--- src/rtl/bus_exec_unit.sv ---
// Multi-cycle register-file datapath: a start/busy/done command runs LDY -> EXEC -> [ITER] -> WB.
// MUL/DIV iterate one bit per cycle using HI/LO as the working registers.
module bus_exec_unit #(
   parameter int unsigned WIDTH = 32,
   parameter int unsigned NREGS = 16,
   localparam int unsigned AW = $clog2(NREGS),
   localparam int unsigned SW = $clog2(WIDTH)
) (
   input  logic             clk,
   input  logic             clr,
   input  logic             start,
   input  logic [3:0]       op,
   input  logic [AW-1:0]    ra,
   input  logic [AW-1:0]    rb,
   input  logic [AW-1:0]    rc,
   input  logic [WIDTH-1:0] imm,
   input  logic             use_imm,
   input  logic             ba_mode,
   input  logic             wr_en,
   input  logic [AW-1:0]    wr_addr,
   input  logic [WIDTH-1:0] wr_data,
   input  logic [AW-1:0]    dbg_addr,
   output logic [WIDTH-1:0] dbg_data,
   output logic             busy,
   output logic             done,
   output logic [WIDTH-1:0] result,
   output logic [WIDTH-1:0] hi,
   output logic [WIDTH-1:0] lo,
   output logic             flag_err
);

   localparam logic [3:0] OpAdd = 4'd0, OpSub = 4'd1, OpAnd = 4'd2, OpOr = 4'd3;
   localparam logic [3:0] OpShl = 4'd4, OpShr = 4'd5, OpShra = 4'd6, OpRol = 4'd7;
   localparam logic [3:0] OpRor = 4'd8, OpNeg = 4'd9, OpNot = 4'd10, OpMul = 4'd11;
   localparam logic [3:0] OpDiv = 4'd12, OpMfhi = 4'd13, OpMflo = 4'd14;

   typedef enum logic [2:0] {StIdle, StLdy, StExec, StIter, StWb} state_e;

   state_e state_q, state_d;
   logic [WIDTH-1:0] regs_q [NREGS];
   logic [3:0]       op_q, op_d;
   logic [AW-1:0]    ra_q, ra_d, rb_q, rb_d, rc_q, rc_d;
   logic [WIDTH-1:0] imm_q, imm_d;
   logic             use_imm_q, use_imm_d, ba_q, ba_d;
   logic [WIDTH-1:0] y_q, y_d, z_q, z_d, hi_q, hi_d, lo_q, lo_d, res_q, res_d;
   logic             err_q, err_d;
   logic [SW-1:0]    cnt_q, cnt_d;

   logic             rf_we;
   logic [AW-1:0]    rf_idx;
   logic [WIDTH-1:0] rf_wdata;

   logic [WIDTH-1:0]   opb, alu_res;
   logic [SW-1:0]      sh;
   logic [2*WIDTH-1:0] rol_w, ror_w;
   logic [WIDTH:0]     mul_sum, div_rem, div_diff;
   logic               writes_gpr;

   assign opb = use_imm_q ? imm_q : ((ba_q && rc_q == '0) ? '0 : regs_q[rc_q]);
   assign sh    = opb[SW-1:0];
   assign rol_w = {y_q, y_q} << sh;
   assign ror_w = {y_q, y_q} >> sh;

   // Shift-add step: optional add of multiplicand into HI, then {carry,HI,LO} >> 1.
   assign mul_sum = {1'b0, hi_q} + (lo_q[0] ? {1'b0, y_q} : '0);
   // Restoring divide step: remainder in HI, quotient shifts into LO, divisor held in Z.
   assign div_rem  = {hi_q, lo_q[WIDTH-1]};
   assign div_diff = div_rem - {1'b0, z_q};

   assign writes_gpr = (op_q <= OpNot) || (op_q == OpMfhi) || (op_q == OpMflo);

   always_comb begin
      alu_res = '0;
      case (op_q)
         OpAdd:   alu_res = y_q + opb;
         OpSub:   alu_res = y_q - opb;
         OpAnd:   alu_res = y_q & opb;
         OpOr:    alu_res = y_q | opb;
         OpShl:   alu_res = y_q << sh;
         OpShr:   alu_res = y_q >> sh;
         OpShra:  alu_res = $signed(y_q) >>> sh;
         OpRol:   alu_res = rol_w[2*WIDTH-1:WIDTH];
         OpRor:   alu_res = ror_w[WIDTH-1:0];
         OpNeg:   alu_res = '0 - opb;
         OpNot:   alu_res = ~opb;
         default: alu_res = '0;
      endcase
   end

   always_comb begin
      state_d   = state_q;
      op_d      = op_q;
      ra_d      = ra_q;
      rb_d      = rb_q;
      rc_d      = rc_q;
      imm_d     = imm_q;
      use_imm_d = use_imm_q;
      ba_d      = ba_q;
      y_d       = y_q;
      z_d       = z_q;
      hi_d      = hi_q;
      lo_d      = lo_q;
      res_d     = res_q;
      err_d     = err_q;
      cnt_d     = cnt_q;
      rf_we     = 1'b0;
      rf_idx    = '0;
      rf_wdata  = '0;
      unique case (state_q)
         StIdle: begin
            if (wr_en) begin
               rf_we    = 1'b1;
               rf_idx   = wr_addr;
               rf_wdata = wr_data;
            end
            if (start) begin
               op_d      = op;
               ra_d      = ra;
               rb_d      = rb;
               rc_d      = rc;
               imm_d     = imm;
               use_imm_d = use_imm;
               ba_d      = ba_mode;
               err_d     = 1'b0;
               state_d   = StLdy;
            end
         end
         StLdy: begin
            y_d     = (ba_q && rb_q == '0) ? '0 : regs_q[rb_q];
            state_d = StExec;
         end
         StExec: begin
            state_d = StWb;
            cnt_d   = '0;
            if (op_q <= OpNot) begin
               z_d   = alu_res;
               res_d = alu_res;
            end else if (op_q == OpMul) begin
               hi_d    = '0;
               lo_d    = opb;
               state_d = StIter;
            end else if (op_q == OpDiv) begin
               if (opb == '0) begin
                  lo_d  = '1;
                  hi_d  = y_q;
                  res_d = '1;
                  err_d = 1'b1;
               end else begin
                  hi_d    = '0;
                  lo_d    = y_q;
                  z_d     = opb;
                  state_d = StIter;
               end
            end else if (op_q == OpMfhi) begin
               z_d   = hi_q;
               res_d = hi_q;
            end else if (op_q == OpMflo) begin
               z_d   = lo_q;
               res_d = lo_q;
            end else begin
               err_d = 1'b1;
            end
         end
         StIter: begin
            if (op_q == OpMul) begin
               {hi_d, lo_d} = {mul_sum, lo_q[WIDTH-1:1]};
            end else if (!div_diff[WIDTH]) begin
               hi_d = div_diff[WIDTH-1:0];
               lo_d = {lo_q[WIDTH-2:0], 1'b1};
            end else begin
               hi_d = div_rem[WIDTH-1:0];
               lo_d = {lo_q[WIDTH-2:0], 1'b0};
            end
            cnt_d = cnt_q + 1'b1;
            if (cnt_q == SW'(WIDTH - 1)) begin
               res_d   = lo_d;
               state_d = StWb;
            end
         end
         StWb: begin
            if (writes_gpr) begin
               rf_we    = 1'b1;
               rf_idx   = ra_q;
               rf_wdata = z_q;
            end
            state_d = StIdle;
         end
         default: state_d = StIdle;
      endcase
   end

   always_ff @(posedge clk or negedge clr) begin
      if (!clr) begin
         state_q   <= StIdle;
         op_q      <= '0;
         ra_q      <= '0;
         rb_q      <= '0;
         rc_q      <= '0;
         imm_q     <= '0;
         use_imm_q <= 1'b0;
         ba_q      <= 1'b0;
         y_q       <= '0;
         z_q       <= '0;
         hi_q      <= '0;
         lo_q      <= '0;
         res_q     <= '0;
         err_q     <= 1'b0;
         cnt_q     <= '0;
         for (int i = 0; i < int'(NREGS); i++) regs_q[i] <= '0;
      end else begin
         state_q   <= state_d;
         op_q      <= op_d;
         ra_q      <= ra_d;
         rb_q      <= rb_d;
         rc_q      <= rc_d;
         imm_q     <= imm_d;
         use_imm_q <= use_imm_d;
         ba_q      <= ba_d;
         y_q       <= y_d;
         z_q       <= z_d;
         hi_q      <= hi_d;
         lo_q      <= lo_d;
         res_q     <= res_d;
         err_q     <= err_d;
         cnt_q     <= cnt_d;
         if (rf_we) regs_q[rf_idx] <= rf_wdata;
      end
   end

   assign dbg_data = regs_q[dbg_addr];
   assign busy     = (state_q != StIdle);
   assign done     = (state_q == StWb);
   assign flag_err = done & err_q;
   assign result   = res_q;
   assign hi       = hi_q;
   assign lo       = lo_q;

endmodule

--- config.mk ---
export PLATFORM = sky130hd
export DESIGN_NAME = bus_exec_unit
export DESIGN_NICKNAME = d
export VERILOG_FILES = /design/src/rtl/bus_exec_unit.sv
export SDC_FILE = /design/constraint.sdc
export NUM_CORES = 2
export LEC_CHECK = 0
export ABC_CLOCK_PERIOD_IN_PS = 7300
export BUFFER_PORTS_ARGS = -buffer_cell sky130_fd_sc_hd__buf_4
export CAP_MARGIN = 10
export CELL_PAD_IN_SITES_DETAIL_PLACEMENT = 1
export CELL_PAD_IN_SITES_GLOBAL_PLACEMENT = 2
export CORE_MARGIN = 3
export CORE_UTILIZATION = 41
export CTS_CLUSTER_SIZE = 25
export DETAILED_ROUTE_END_ITERATION = 8
export PLACE_DENSITY = 0.91
export SETUP_SLACK_MARGIN = 0.5
export SLEW_MARGIN = 10
export SYNTH_ARGS = -nofsm -noshare
export SYNTH_HDL_FRONTEND = slang
export SYNTH_SLANG_ARGS = --single-unit
export TNS_END_PERCENT = 30
--- constraint.sdc ---
create_clock -name clk -period 7.3 [get_ports clk]
set_input_delay 1.095 -clock clk [delete_from_list [all_inputs] [get_ports clk]]
set_output_delay 1.095 -clock clk [all_outputs]
set_load 0.1 [all_outputs]
==> results.sh <==
export IMPL_crit_path_max_fanout=38
export IMPL_worst_ep_arrival_time_ns=7.54
export IMPL_fillers=15121
export IMPL_setup_tns_ns=0
export IMPL_cts_hold_buf=0
export IMPL_wirelength_um=290000
export IMPL_drc_errors=0
export IMPL_synth_seq_cells=731
export IMPL_die_y_um=374
export IMPL_wl_per_cell_um=36.9
export IMPL_critPathKind="flop to flop"
export IMPL_cts_tree="yes"
export IMPL_place_area_sq_um=59400
export IMPL_path_clk_slew_ns=0.06
export IMPL_rows=134
export IMPL_synth_edf_count=0
export IMPL_syn_nets=6226
export IMPL_gr_total_overflow=0
export IMPL_drv_cap=0
export IMPL_rsz0062_at_grt="true"
export IMPL_synthTopCellsByArea="dfrtp_1 (33%), mux4_2 (18%), o21ai_0 (5.3%)"
export IMPL_die_width_um=374
export IMPL_min_period_ns=6.92
export IMPL_ant_nets=0
export IMPL_clk_latency_ns=0.75
export IMPL_dpl_hpwl_um=206000
export IMPL_numCtsBuffers=87
export IMPL_area_growth_pct=12.5
export IMPL_endpoint_kind="flop"
export IMPL_ctsHtreeMaxLevel=3
export IMPL_synth_ff_type="dfrtp_1"
export IMPL_clockBufferDepth=3
export IMPL_clock_root_buffer="clkbuf_16"
export IMPL_antenna_found_initial=26
export IMPL_initialDrtViolationCount=7752
export IMPL_slowest_delay_ns=0.94
export IMPL_max_slew_margin_rel=0.0988
export IMPL_ys_types=100
export IMPL_fmax_mhz=144
export IMPL_grt_pass1_wl_um=416000
export IMPL_drive_above_1_share=0.203
export IMPL_ys_warn_count=0
export IMPL_synthesis_area_sq_um=55500
export IMPL_synth_top_cell_by_area="dfrtp_1"
export IMPL_required_ns=7.92
export IMPL_gp_congestion=1.12
export IMPL_postSynthCellCount=5965
export IMPL_min_path_type="primary input to async pin"
export IMPL_grt_max_degree=141
export IMPL_reg2reg_depth=17
export IMPL_synthArstFlopShare=1.00
export IMPL_synth_most_common_cell="dfrtp_1"
export IMPL_synth_top_area_frac=0.329
export IMPL_cp_start_kind="flop"
export IMPL_portBuffers=224
export IMPL_final_area_sq_um=62500
export IMPL_io_pins=225
export IMPL_fin_nets=6284
export IMPL_synth_seq_area_share=0.329
export IMPL_postSynthAreaPerCell_sq_um=9.31
export IMPL_post_route_period_util=0.948
export IMPL_start_util=0.414
export IMPL_finClkSkew_ns=0.0754
export IMPL_vias_per_cell=7.10
export IMPL_crit_slowest_cell="dfrtp_4"
export IMPL_hold_violations=0
export IMPL_clock_sinks=731
export IMPL_vias=55822
export IMPL_grt_pass1_vias=56348
export IMPL_slew_viol_final=0
export IMPL_drt_pre_antenna_iters=6
export IMPL_worstMarginPinSlew_ns=1.34
export IMPL_coreArea_sq_um=134000
export IMPL_synth_cells_most_frequent="dfrtp_1 (731), nand2_1 (658), nor2_1 (596)"
export IMPL_die_area_sq_um=140000
export IMPL_status="finished, final reports clean"
export IMPL_grt_util_all_layers=0.406
export IMPL_crit_chain="or4b_4 -> nor2_1 -> nor2_4 -> buf_4 -> a32o_1 -> inv_1 -> ha_1 -> a21oi_1 -> o21bai_1 -> a21oi_1 -> o21ai_0 -> a221oi_1 -> o21ai_0 -> a221o_1 -> nor3_2 -> nand4_1 -> a22o_1"
export IMPL_finalSetupViolCount=0
export IMPL_r2r_slack_ns=0.38
metal layers:
metal | global-route usage | vias up | part of all wire
met1 | 0.520 | 28738 | 0.38
met3 | 0.111 | 936 | 0.11
met2 | 0.612 | 3746 | 0.44
li1 | - | 22376 | -
met4 | 0.246 | 26 | 0.071
met5 | 0 | - | 0.00076
path summary, 6_finish.rpt:
| path | end | startpoint |
|---|---|---|
| hold reg to reg | result[2] | result[2] |
| max in group asynchronous | regs_q[117] | clr |
| setup reg to reg | result[26] | rc_q[2] |
| min in group clk | result[2] | result[2] |
| setup / recovery | result[26] | rc_q[2] |
| hold / removal | regs_q[65] | clr |
repair_timing:
item / in CTS / in global routing
gates cloned: 0 / 0
setup endpoints to repair: 6 / 6
resized for setup: 0 / 2
setup buffers: 2 / 0
pin swaps: 0 / 0
area by class of cell:
class / count / area, sq um / share of cell area
flip-flops and latches: 731 / 18300 / 0.293
well taps: 1768 / 2210 / 0.0354
clock buffers: 126 / 2510 / 0.0402
diodes: 6 / 15.0 / 0.000240
inverters: 176 / 663 / 0.0106
multi-input cells: 4548 / 34600 / 0.554
clock inverters: 30 / 409 / 0.00655
repair buffers: 479 / 3740 / 0.0598
through the flow:
step,worst slack [ns],hold slack [ns],utilization,instances
5_1_grt,0.276,0.399,0.466,7859
4_1_cts,0.510,0.372,0.466,7850
3_5_place_dp,0.339,0.480,0.444,7692
2_1_floorplan,1.84,0.445,-,5965
6_report,0.377,0.373,0.466,7864
3_3_place_gp,0.0590,0.455,0.444,7692
worst max-delay path, delay by kind of cell, from the launching register on:
| family | cells | cell delay, ns |
|---|---|---|
| flip-flops | 1 | 0.94 |
| AND/OR/NAND/NOR | 5 | 1.84 |
| buffers and inverters | 2 | 0.55 |
| AO/OA/AOI/OAI | 9 | 3.00 |
| adder cells (fa/ha/maj) | 1 | 0.44 |
state kept, by name (all words and copies together) (netlist names), 4 cells and up:
name	count
cnt_q	5
hi	32
imm_q	32
lo	32
op_q	4
ra_q	4
rb_q	4
rc_q	4
regs_q	512
result	32
y_q	32
z_q	32
cell usage in the layout, fill, tap and decap left out, types with 42 or more instances in the layout:
cell type,instances
dfrtp_1,722
nand2_1,650
nor2_1,583
o21ai_0,582
a21oi_1,567
buf_4,463
mux4_2,445
nand3_1,172
inv_1,165
ha_1,163
mux2i_1,123
a21o_1,93
a31oi_1,93
clkbuf_16,87
mux2_2,78
xnor2_1,60
a22oi_1,58
and2_1,56
nor3_1,49
a221oi_1,44
o22ai_1,42
o211ai_1,42
logic make-up after synthesis:
kind of cell | share of synthesized area
fa+ha+maj | 0.0382
mux | 0.219
buf+inv | 0.0519
simple gates | 0.136
flops | 0.329
xor+xnor | 0.0151
compound gates | 0.210
Power is not shown: default switching activity piles up to over one toggle a cycle in this logic, so the estimate is an artifact.
